===== src/rtl/mux_pkg.sv =====
// Shared types for the N-to-1 scanning capture mux.
// The build option MUX_SCAN_PARITY_EN is handled in the interface and top, not here.
package mux_pkg;

    typedef enum logic {
        ST_IDLE  = 1'b0,
        ST_VALID = 1'b1
    } state_t;

    localparam logic MODE_MANUAL = 1'b0;
    localparam logic MODE_SCAN   = 1'b1;

endpackage


===== src/rtl/mux_scan_nto1_if.sv =====
// Channel/handshake bundle for mux_scan_nto1; slave is the mux side, master the feeder.
// Defining MUX_SCAN_PARITY_EN adds the dout_par signal.
interface mux_scan_nto1_if #(
    parameter int N_CH = 16,
    parameter int W    = 1
);
    localparam int SEL_W = $clog2(N_CH);

    logic [N_CH*W-1:0] din;
    logic              en;
    logic              mode;
    logic [SEL_W-1:0]  sel;
    logic              sel_load;
    logic              out_ready;
    logic [W-1:0]      dout;
    logic              dout_valid;
    logic [SEL_W-1:0]  cur_sel;
    logic              sel_err;

`ifdef MUX_SCAN_PARITY_EN
    logic              dout_par;

    modport master (
        output din, en, mode, sel, sel_load, out_ready,
        input  dout, dout_valid, cur_sel, sel_err, dout_par
    );

    modport slave (
        input  din, en, mode, sel, sel_load, out_ready,
        output dout, dout_valid, cur_sel, sel_err, dout_par
    );
`else
    modport master (
        output din, en, mode, sel, sel_load, out_ready,
        input  dout, dout_valid, cur_sel, sel_err
    );

    modport slave (
        input  din, en, mode, sel, sel_load, out_ready,
        output dout, dout_valid, cur_sel, sel_err
    );
`endif

endinterface


===== src/rtl/mux_sel_ctrl.sv =====
// Channel pointer for the scanning mux: manual loads with range check, auto-scan wrap,
// and the one-cycle sel_err pulse for a rejected load.
module mux_sel_ctrl
    import mux_pkg::*;
#(
    parameter int N_CH  = 16,
    parameter int SEL_W = $clog2(N_CH)
) (
    input  logic             clk,
    input  logic             rst_n,
    input  logic             mode,
    input  logic [SEL_W-1:0] sel,
    input  logic             sel_load,
    input  logic             capture,
    output logic [SEL_W-1:0] cur_sel,
    output logic             sel_err
);

    localparam logic [SEL_W:0]   LIMIT = (SEL_W+1)'(N_CH);
    localparam logic [SEL_W-1:0] LAST  = SEL_W'(N_CH - 1);

    logic             sel_ok;
    logic [SEL_W-1:0] sel_nxt;
    logic             err_nxt;

    // A load request always wins over the scan step; a rejected load freezes the pointer.
    always_comb begin
        sel_ok  = ({1'b0, sel} < LIMIT);
        sel_nxt = cur_sel;
        err_nxt = 1'b0;
        if (sel_load) begin
            if (sel_ok) begin
                sel_nxt = sel;
            end else begin
                err_nxt = 1'b1;
            end
        end else if (capture) begin
            case (mode)
                MODE_SCAN:   sel_nxt = (cur_sel == LAST) ? '0 : cur_sel + SEL_W'(1);
                MODE_MANUAL: sel_nxt = cur_sel;
                default:     sel_nxt = cur_sel;
            endcase
        end
    end

    always_ff @(posedge clk or negedge rst_n) begin
        if (!rst_n) begin
            cur_sel <= '0;
            sel_err <= 1'b0;
        end else begin
            cur_sel <= sel_nxt;
            sel_err <= err_nxt;
        end
    end

endmodule


===== src/rtl/mux_scan_nto1.sv =====
// N-to-1 registered capture mux with valid/ready output handshake and optional auto-scan.
// Defining MUX_SCAN_PARITY_EN adds a registered even-parity bit alongside dout.
module mux_scan_nto1
    import mux_pkg::*;
#(
    parameter int N_CH = 16,
    parameter int W    = 1
) (
    input  logic           clk,
    input  logic           rst_n,
    mux_scan_nto1_if.slave bus
);

    localparam int SEL_W = $clog2(N_CH);

    state_t           state;
    state_t           state_nxt;
    logic             capture;
    logic             valid;
    logic [W-1:0]     chan_data;
    logic [SEL_W-1:0] cur_sel;

    always_comb begin
        chan_data = '0;
        for (int k = 0; k < N_CH; k++) begin
            if (cur_sel == SEL_W'(k)) begin
                chan_data = bus.din[k*W +: W];
            end
        end
    end

    // A held sample only leaves VALID when downstream takes it; out_ready is ignored in IDLE.
    always_comb begin
        state_nxt = state;
        capture   = 1'b0;
        valid     = 1'b0;
        case (state)
            ST_IDLE: begin
                if (bus.en) begin
                    capture   = 1'b1;
                    state_nxt = ST_VALID;
                end
            end
            ST_VALID: begin
                valid = 1'b1;
                if (bus.out_ready) begin
                    if (bus.en) begin
                        capture = 1'b1;
                    end else begin
                        state_nxt = ST_IDLE;
                    end
                end
            end
            default: state_nxt = ST_IDLE;
        endcase
    end

    always_ff @(posedge clk or negedge rst_n) begin
        if (!rst_n) begin
            state <= ST_IDLE;
        end else begin
            state <= state_nxt;
        end
    end

    always_ff @(posedge clk or negedge rst_n) begin
        if (!rst_n) begin
            bus.dout <= '0;
        end else if (capture) begin
            bus.dout <= chan_data;
        end
    end

`ifdef MUX_SCAN_PARITY_EN
    always_ff @(posedge clk or negedge rst_n) begin
        if (!rst_n) begin
            bus.dout_par <= 1'b0;
        end else if (capture) begin
            bus.dout_par <= ^chan_data;
        end
    end
`endif

    mux_sel_ctrl #(
        .N_CH  (N_CH),
        .SEL_W (SEL_W)
    ) u_sel_ctrl (
        .clk      (clk),
        .rst_n    (rst_n),
        .mode     (bus.mode),
        .sel      (bus.sel),
        .sel_load (bus.sel_load),
        .capture  (capture),
        .cur_sel  (cur_sel),
        .sel_err  (bus.sel_err)
    );

    assign bus.dout_valid = valid;
    assign bus.cur_sel    = cur_sel;

endmodule

===== src/flat_wrapper.sv =====
// flat-port wrapper written by rule: the top's interface ports become plain ports
module mux_scan_nto1_flat import mux_pkg::*;
#(
    parameter int N_CH = 16,
    parameter int W    = 1
)
  (clk, rst_n, bus_din, bus_en, bus_mode, bus_sel, bus_sel_load, bus_out_ready, bus_dout, bus_dout_valid, bus_cur_sel, bus_sel_err);
  mux_scan_nto1_if #(.N_CH(N_CH), .W(W)) bus_i ();
  input  logic clk;
  input  logic rst_n;
  input wire logic [$bits(bus_i.din)-1:0] bus_din;
  input wire logic [$bits(bus_i.en)-1:0] bus_en;
  input wire logic [$bits(bus_i.mode)-1:0] bus_mode;
  input wire logic [$bits(bus_i.sel)-1:0] bus_sel;
  input wire logic [$bits(bus_i.sel_load)-1:0] bus_sel_load;
  input wire logic [$bits(bus_i.out_ready)-1:0] bus_out_ready;
  output wire logic [$bits(bus_i.dout)-1:0] bus_dout;
  output wire logic [$bits(bus_i.dout_valid)-1:0] bus_dout_valid;
  output wire logic [$bits(bus_i.cur_sel)-1:0] bus_cur_sel;
  output wire logic [$bits(bus_i.sel_err)-1:0] bus_sel_err;
  assign bus_i.din = bus_din;
  assign bus_i.en = bus_en;
  assign bus_i.mode = bus_mode;
  assign bus_i.sel = bus_sel;
  assign bus_i.sel_load = bus_sel_load;
  assign bus_i.out_ready = bus_out_ready;
  assign bus_dout = bus_i.dout;
  assign bus_dout_valid = bus_i.dout_valid;
  assign bus_cur_sel = bus_i.cur_sel;
  assign bus_sel_err = bus_i.sel_err;
  mux_scan_nto1 #(.N_CH(N_CH), .W(W)) u_core (.clk(clk), .rst_n(rst_n), .bus(bus_i));
endmodule

===== config.mk =====
export PLATFORM = sky130hd
export DESIGN_NAME = mux_scan_nto1_flat
export DESIGN_NICKNAME = d
export VERILOG_FILES = /design/src/rtl/mux_pkg.sv /design/src/rtl/mux_scan_nto1_if.sv /design/src/rtl/mux_sel_ctrl.sv /design/src/rtl/mux_scan_nto1.sv /design/src/flat_wrapper.sv
export SDC_FILE = /design/constraint.sdc
export NUM_CORES = 1
export LEC_CHECK = 0
export ABC_CLOCK_PERIOD_IN_PS = 2250
export BUFFER_PORTS_ARGS = -buffer_cell sky130_fd_sc_hd__buf_4
export CORE_MARGIN = 3
export CORE_UTILIZATION = 44
export CTS_BUF_LIST = sky130_fd_sc_hd__clkbuf_16
export CTS_CLUSTER_SIZE = 14
export DETAILED_ROUTE_END_ITERATION = 6
export PLACE_DENSITY = 0.78
export SLEW_MARGIN = 25
export SYNTH_ARGS = -nofsm -noshare
export SYNTH_HDL_FRONTEND = slang
export SYNTH_SLANG_ARGS = --single-unit

===== constraint.sdc =====
create_clock -name clk -period 2.25 [get_ports clk]
set_input_delay 0.45 -clock clk [delete_from_list [all_inputs] [get_ports clk]]
set_output_delay 0.45 -clock clk [all_outputs]
set_load 0.02 [all_outputs]

==> run summary, run 1 <==
Worst setup path class -> flip-flop to flip-flop
Number of antenna violations at the first check in global routing -> 0
Biggest area consumer among synthesized cells -> sky130_fd_sc_hd__dfrtp_1
Filler Cells Inserted -> 118
Period utilisation layout -> 83.9%
Peak supply drop -> 0.000588 V
Setup repair after global routing missed its margin -> false
Wire length of the first global-routing pass -> 2820 um
Max Clk Rate -> 0.530 GHz
Tightest Hold Check Type -> input port to async pin
Initial DRC Count -> 9
Sort of element at the start of the critical path -> flip-flop
Number of iterations in the first detailed-routing pass -> 4
Cells after Synth -> 77
Total negative slack -> 0 ns
Clk sinks -> 6
CP arrival -> 2.05 ns
Share of layout cells above drive strength 1 -> 35.8%
Element type at the critical path end -> flip-flop
Distinct cells, synth -> 32
Number of primary I/O pins -> 33
Synthesized net count -> 107
Top_reg_cell synth -> sky130_fd_sc_hd__dfrtp_1
Per-cell via count in the routed design -> 5.45
Buffers from clock root to sink, at most -> 2
Total setup violations reported at the end of the flow -> 0
Post-DP HPWL -> 1300 um
Root Driver -> sky130_fd_sc_hd__clkbuf_16
Count of buffers from port buffering -> 31
List of most frequent post-synthesis cells -> sky130_fd_sc_hd__a21oi_1, sky130_fd_sc_hd__nand2_1, sky130_fd_sc_hd__o21ai_0
Count of vias placed by the detailed router -> 660
Post-synthesis instance area -> 638 um2
Pin count of the biggest net entering global routing -> 13
Sequential cell area fraction in the yosys report -> 23.5%
Die Ht -> 44.1 um
Antenna diodes -> 0
Yosys reg bits -> 6
Number of buffers inserted for hold repair after clock tree synthesis -> 0
Number of standard cells in the final layout excluding fillers -> 121
Clk Latency, worst-skew pair -> 0.23 ns
Required time worst endpoint -> 2.42 ns
Setup repair bufs after CTS -> 0
Post-placement cell count -> 118
Total die area -> 1940 um2
Horizontal extent of the die -> 44.1 um
Cell area after placement -> 853 um2
Hold violation total from the final report -> 0
Number of global-route vias before repair -> 682
CTS resizes -> 0
Share of synthesized registers carrying an async set or reset -> 100%
Power Density -> 681 nW/um2
Final Max Slew Viols -> 0
Final setup skew -> 0.00203 ns
Total congestion overflow after global routing -> 0
Finished layout cell area -> 928 um2
Post-synthesis average cell area -> 8.29 um2
Outcome -> finished, final reports clean
FP Rows -> 13
Number of enable-type register cells in the synthesized netlist -> 0
Tmin final -> 1.89 ns
Synthesis-to-layout area growth -> 45.5%
Max Fanout on Critical Path -> 10
Effective utilization at floorplan -> 47.8%
Placeable Area -> 1330 um2
Total length of routed wires -> 1690 um
Clock transition time at the flip-flop clock pins of the worst setup and hold paths -> 0.03 ns
Reported leakage power -> 0.407 nW
Top cells by area in the synthesized netlist -> sky130_fd_sc_hd__dfrtp_1, sky130_fd_sc_hd__a21oi_1, sky130_fd_sc_hd__ha_1, sky130_fd_sc_hd__o21ai_0, sky130_fd_sc_hd__a2111oi_4
Post-synth top area share -> 23.5%
Tot GR Track Use -> 20.1%
Detail Route Antenna Nets -> 0
Fin nets -> 138
Remaining DRCs -> 0
Number of buffers created by CTS -> 3
Most common cell in the synthesized netlist -> sky130_fd_sc_hd__a21oi_1
TritonCTS clock tree -> yes
Placer's final routability congestion estimate -> 0.846
Warnings, synthesis -> 0
Number of max-capacitance violations reported -> 0
Count of H-tree levels built during CTS -> 1
Routed wire per std cell -> 14.0 um
## registers in the layout (all words and copies together), names as in the netlist
register,count
u_core.u_sel_ctrl.cur_sel,4
u_core.bus.dout,1
u_core.state,1
## cells by family after synthesis
group,synth area share [%]
multiplexers,3.33
adder cells (fa/ha/maj),7.84
buffers and inverters,7.45
AO/OA/AOI/OAI,28.0
AND/OR/NAND/NOR,27.8
other,0.588
XOR/XNOR,1.37
flip-flops,23.5
## critical path, cell delays in order (launching register included)
cell and delay [ns]:
sky130_fd_sc_hd__dfrtp_1 0.42, sky130_fd_sc_hd__inv_1 0.12, sky130_fd_sc_hd__ha_1 0.38, sky130_fd_sc_hd__o211ai_4 0.13
sky130_fd_sc_hd__a2111oi_4 0.35, sky130_fd_sc_hd__nor4_1 0.10, sky130_fd_sc_hd__nor3_2 0.17, sky130_fd_sc_hd__o31a_1 0.15
## layout make-up
class	instances	area (um2)	area share, %
multi-input cells	63	440	47.4
repair buffers	31	233	25.1
flip-flops and latches	6	150	16.2
clock buffers	3	75.1	8.09
well taps	15	18.8	2.02
inverters	3	11.3	1.21
## worst paths after layout
path,from,slack (ns),cells past startpoint,endpoint
worst max-delay path,u_core.u_sel_ctrl.cur_sel[1]$_DFFE_PN0P_,0.36,7,u_core.bus.dout$_DFFE_PN0P_
worst min-delay path,rst_n,0.02,1,u_core.state$_DFF_PN0_
worst max register to register,u_core.u_sel_ctrl.cur_sel[1]$_DFFE_PN0P_,0.36,7,u_core.bus.dout$_DFFE_PN0P_
worst min register to register,u_core.state$_DFF_PN0_,0.63,2,u_core.state$_DFF_PN0_
max in group asynchronous,rst_n,2.12,1,u_core.u_sel_ctrl.cur_sel[1]$_DFFE_PN0P_
min in group clk,bus_sel[0],0.43,3,u_core.u_sel_ctrl.cur_sel[0]$_DFFE_PN0P_
## metal layers
layer | part of all wire (%) | GRT usage (%) | routed length, um
met4 | 1.7 | 10.8 | 28
met1 | 39 | 22.9 | 661
met5 | 0 | 0 | 0
met2 | 48 | 32.3 | 804
met3 | 11 | 7.72 | 194
## layout by cell type (no fill, tap or decap)
master / synthesis / layout
sky130_fd_sc_hd__nand3_1: 3 / 3
sky130_fd_sc_hd__nor2b_1: 4 / 4
sky130_fd_sc_hd__nor4_1: 1 / 1
sky130_fd_sc_hd__nor4b_1: 1 / 1
sky130_fd_sc_hd__nor3b_1: 1 / 1
sky130_fd_sc_hd__o22ai_1: 1 / 1
sky130_fd_sc_hd__nand3b_1: 3 / 3
sky130_fd_sc_hd__a2111oi_4: 1 / 1
sky130_fd_sc_hd__nand4b_1: 1 / 1
sky130_fd_sc_hd__o211ai_4: 1 / 1
sky130_fd_sc_hd__o41a_1: 1 / 1
sky130_fd_sc_hd__o21ai_0: 7 / 7
sky130_fd_sc_hd__nor2_1: 2 / 2
sky130_fd_sc_hd__nor3_1: 1 / 1
sky130_fd_sc_hd__nand2_1: 7 / 7
sky130_fd_sc_hd__buf_4: 2 / 31
sky130_fd_sc_hd__ha_1: 4 / 4
sky130_fd_sc_hd__nor3_2: 1 / 1
sky130_fd_sc_hd__o31a_1: 1 / 1
sky130_fd_sc_hd__inv_1: 3 / 3
sky130_fd_sc_hd__xnor2_1: 1 / 1
sky130_fd_sc_hd__nor4bb_1: 1 / 1
sky130_fd_sc_hd__mux2i_1: 1 / 1
sky130_fd_sc_hd__dfrtp_1: 6 / 6
sky130_fd_sc_hd__mux2_2: 1 / 1
sky130_fd_sc_hd__a221oi_1: 1 / 1
sky130_fd_sc_hd__a21oi_1: 12 / 12
sky130_fd_sc_hd__nand2b_1: 2 / 2
sky130_fd_sc_hd__clkbuf_16: 0 / 3
sky130_fd_sc_hd__conb_1: 1 / 1
sky130_fd_sc_hd__nand4_1: 2 / 2
## metrics by stage
| step | hold WS, ns | util [%] | power [mW] | worst slack, ns |
|---|---|---|---|---|
| after floorplan | 0.154 | - | 0.270 | 0.457 |
| after global placement | 0.260 | 64.0 | 0.341 | 0.370 |
| after detailed placement | 0.262 | 64.0 | 0.343 | 0.335 |
| after CTS | 0.0190 | 69.6 | 0.639 | 0.331 |
| after global routing | 0.0191 | 69.6 | 0.669 | 0.202 |
| final | 0.0191 | 69.6 | 0.632 | 0.362 |
## power by group
group	total, mW	leakage (nW)	switching (mW)	internal [mW]
logic	0.198	0.299	0.0979	0.100
registers	0.146	0.0710	0.0235	0.122
clock network	0.288	0.0370	0.0603	0.228
No activity file was read; power rests on OpenSTA's default activity.
==> run 2, diff against run 1 <==
- ABC_AREA: default -> 1
- ABC_CLOCK_PERIOD_IN_PS: 2250 -> 1900
- CORE_UTILIZATION: 44 -> 43
- PLACE_DENSITY: 0.78 -> 0.77
- clock period: 2.25 -> 1.9 ns (I/O delays scaled with it)
==> run 2 against run 1 <==
Sequential share of layout area shrank 0.19 points. Clock-buffer cell count is the same. Worst setup slack lost 0.14 ns. Core utilization grew 0.84 points. Via count grew 9.4%. Synthesized area shrank 2.5%. Worst hold slack gained 0.32 ns. Sequential cell count is the same. Critical path type unchanged. Largest cell class unchanged.
==> run summary, run 2 <==
Outcome -> finished, final reports clean
Peak supply drop -> 0.000708 V
Most frequent standard cell in the layout excluding fill and tap cells -> sky130_fd_sc_hd__buf_4
Top_reg_cell synth -> sky130_fd_sc_hd__dfrtp_1
Number of global-route vias before repair -> 648
Setup slack, reg-to-reg -> 0.22 ns
Top cells by area in the synthesized netlist -> sky130_fd_sc_hd__dfrtp_1, sky130_fd_sc_hd__nand2_1, sky130_fd_sc_hd__inv_1, sky130_fd_sc_hd__ha_1, sky130_fd_sc_hd__nor2_1
List of most frequent post-synthesis cells -> sky130_fd_sc_hd__nand2_1, sky130_fd_sc_hd__inv_1, sky130_fd_sc_hd__nor2_1
Antenna diodes -> 0
Remaining DRCs -> 0
Clock transition time at the flip-flop clock pins of the worst setup and hold paths -> 0.03 ns
Total die area -> 1940 um2
Pin count of the biggest net entering global routing -> 10
Max Clk Rate -> 0.596 GHz
Most numerous cell on the critical path -> sky130_fd_sc_hd__nand2_1
Finished layout cell area -> 940 um2
Timing startpoint of the critical path -> u_core.u_sel_ctrl.cur_sel[1]$_DFFE_PN0P_
Tot GR Track Use -> 18.7%
Buffers from clock root to sink, at most -> 2
Max Fanout on Critical Path -> 5
CP max stage delay -> 0.41 ns
Element type at the critical path end -> flip-flop
Synthesis-to-layout area growth -> 51.1%
Compound-Gate Fraction of Synth Area -> 15.9%
Number of buffers created by CTS -> 3
CP arrival -> 1.84 ns
Synth Area in Adders -> 8.05%
Period utilisation layout -> 88.3%
Post-DP HPWL -> 1260 um
Number of primary I/O pins -> 33
Biggest regs -> u_core.u_sel_ctrl.cur_sel (4), u_core.bus.dout (1), u_core.state (1)
Total length of routed wires -> 1610 um
Detail Route Antenna Nets -> 0
Share of synthesized registers carrying an async set or reset -> 100%
Clk Latency, worst-skew pair -> 0.23 ns
Most flops, register -> u_core.u_sel_ctrl.cur_sel
Number of flip-flops in the largest register -> 4
Reg2Reg Depth -> 17
Share of layout cells above drive strength 1 -> 33.3%
Biggest area consumer among synthesized cells -> sky130_fd_sc_hd__dfrtp_1
Synthesized net count -> 129
Routed wire per std cell -> 11.0 um
Multiplexer fraction of the synthesized cell area -> 0%
Most common cell in the synthesized netlist -> sky130_fd_sc_hd__nand2_1
Share of synthesized cell area in and, or, nand and nor gates -> 35.0%
FP Rows -> 13
Total setup violations reported at the end of the flow -> 0
Number of iterations in the first detailed-routing pass -> 4
Cells after Synth -> 99
CTS resizes -> 0
Sort of element at the start of the critical path -> flip-flop
Reg area -> 150 um2
Util after Layout -> 70.5%
Count of H-tree levels built during CTS -> 1
Hold violation total from the final report -> 0
Number of buffers inserted for hold repair after clock tree synthesis -> 1
Placer's final routability congestion estimate -> 0.910
Startpoint of the lowest-slack register-to-register path -> u_core.u_sel_ctrl.cur_sel[1]$_DFFE_PN0P_
Worst setup margin -> 0.223 ns
Filler Cells Inserted -> 106
Setup repair bufs after CTS -> 0
Reported leakage power -> 0.511 nW
Placeable Area -> 1330 um2
Warnings, synthesis -> 0
Tightest Hold Check Type -> input port to flip-flop
Tmin final -> 1.68 ns
Setup repair after global routing missed its margin -> false
Number of antenna violations at the first check in global routing -> 0
Worst setup path class -> flip-flop to flip-flop
Clk sinks -> 6
Effective utilization at floorplan -> 46.6%
Post-synthesis instance area -> 622 um2
Per-cell via count in the routed design -> 4.91
Required time worst endpoint -> 2.07 ns
Critical-path top delay cell -> sky130_fd_sc_hd__dfrtp_1
Power Density -> 856 nW/um2
Number of enable-type register cells in the synthesized netlist -> 0
Final setup skew -> 0.000348 ns
FF-to-FF End -> u_core.bus.dout$_DFFE_PN0P_
Worst setup path end -> u_core.bus.dout$_DFFE_PN0P_
Xor/xnor cell area share of the yosys netlist -> 1.41%
Final Max Slew Viols -> 0
Distinct cells, synth -> 27
Die Ht -> 44.0 um
Count of buffers from port buffering -> 31
Cell area after placement -> 855 um2
Post-synth top area share -> 24.1%
TritonCTS clock tree -> yes
Root Driver -> sky130_fd_sc_hd__clkbuf_16
Number of max-capacitance violations reported -> 0
Sequential cell area fraction in the yosys report -> 24.1%
Total congestion overflow after global routing -> 0
Total negative slack -> 0 ns
Most used cells in the layout excluding fill and tap cells -> sky130_fd_sc_hd__buf_4, sky130_fd_sc_hd__nand2_1, sky130_fd_sc_hd__inv_1, sky130_fd_sc_hd__nor2_1, sky130_fd_sc_hd__dfrtp_1
Post-synthesis average cell area -> 6.28 um2
Initial DRC Count -> 13
Largest family of logic cells by synthesized area -> simple AND/OR/NAND/NOR gates
Horizontal extent of the die -> 44.0 um
Count of vias placed by the detailed router -> 722
Wire length of the first global-routing pass -> 2600 um
Yosys reg bits -> 6
Multi-input gate area -> 379 um2
Fin nets -> 164
Cells along the critical path -> inv_1, ha_1, inv_1, nand3_1, nand2_1, nand3_2, nand2_1, nand2_1, nand2_1, nand2_1, nand2_1, nand2_1, nand2_1, nand2_1, nand2_1, nand2_1, nand2_1
Power after layout -> 0.804 mW
Post-Place Worst Slack -> 0.235 ns
run 2: cell count changes after synthesis, moves of 6 or more:
cell	before	now
sky130_fd_sc_hd__a21oi_1	12	5
sky130_fd_sc_hd__nor2_1	2	12
sky130_fd_sc_hd__o21ai_0	7	1
sky130_fd_sc_hd__nand2_1	7	28
sky130_fd_sc_hd__inv_1	3	14
run 2: worst min-delay path by stage:
stage                        startpoint                          end  slack, ns  depth (start not counted)
after global placement            rst_n  u_core.bus.dout$_DFFE_PN0P_       0.19                          1
after global routing      bus_out_ready       u_core.state$_DFF_PN0_       0.36                          2
after floorplan                   rst_n  u_core.bus.dout$_DFFE_PN0P_       0.08                          0
final                     bus_out_ready       u_core.state$_DFF_PN0_       0.34                          2
after CTS                 bus_out_ready       u_core.state$_DFF_PN0_       0.34                          2
after detailed placement          rst_n       u_core.state$_DFF_PN0_       0.19                          1
run 2: through the flow:
| step | hold slack [ns] | std cells |
|---|---|---|
| 6_report | 0.343 | 147 |
| 5_1_grt | 0.360 | 147 |
| 4_1_cts | 0.343 | 147 |
| 3_5_place_dp | 0.194 | 143 |
| 3_3_place_gp | 0.194 | 143 |
| 2_1_floorplan | 0.0844 | 99 |
run 2: cell type report:
cell class,instances,share of cell area (%)
Multi-Input combinational cell,72,40.3
Timing Repair Buffer,32,25.8
Sequential cell,6,16.0
Clock buffer,3,7.99
Inverter,19,7.86
Tap cell,15,2.00
run 2: cell families after synthesis:
logic type / Yosys count
and+or+nand+nor: 50
buffers and inverters: 21
AOI/OAI and AO/OA: 16
DFF: 6
adders and majority gates: 4
xor gates and xnor gates: 1
other: 1
run 2: per-layer routing:
metal	GRT usage (%)	up-vias	part of all wire, %
met4	12.0	0	3.7
li1	-	380	-
met3	5.28	8	9.9
met2	28.2	32	45
met1	23.2	302	41
met5	0	-	0
run 2: worst max-delay path: cells and delay by family (launching register included):
| kind | cells | cell delay (ns) |
|---|---|---|
| adders and majority gates | 1 | 0.22 |
| buffers and inverters | 2 | 0.23 |
| DFF | 1 | 0.41 |
| and+or+nand+nor | 14 | 0.75 |
run 2: power by group:
part	switching [mW]	leakage, nW	total (mW)	internal [mW]
clock	0.0742	0.0370	0.345	0.270
sequential	0.0301	0.0701	0.180	0.150
combinational	0.156	0.404	0.280	0.124
total	0.260	0.511	0.804	0.544
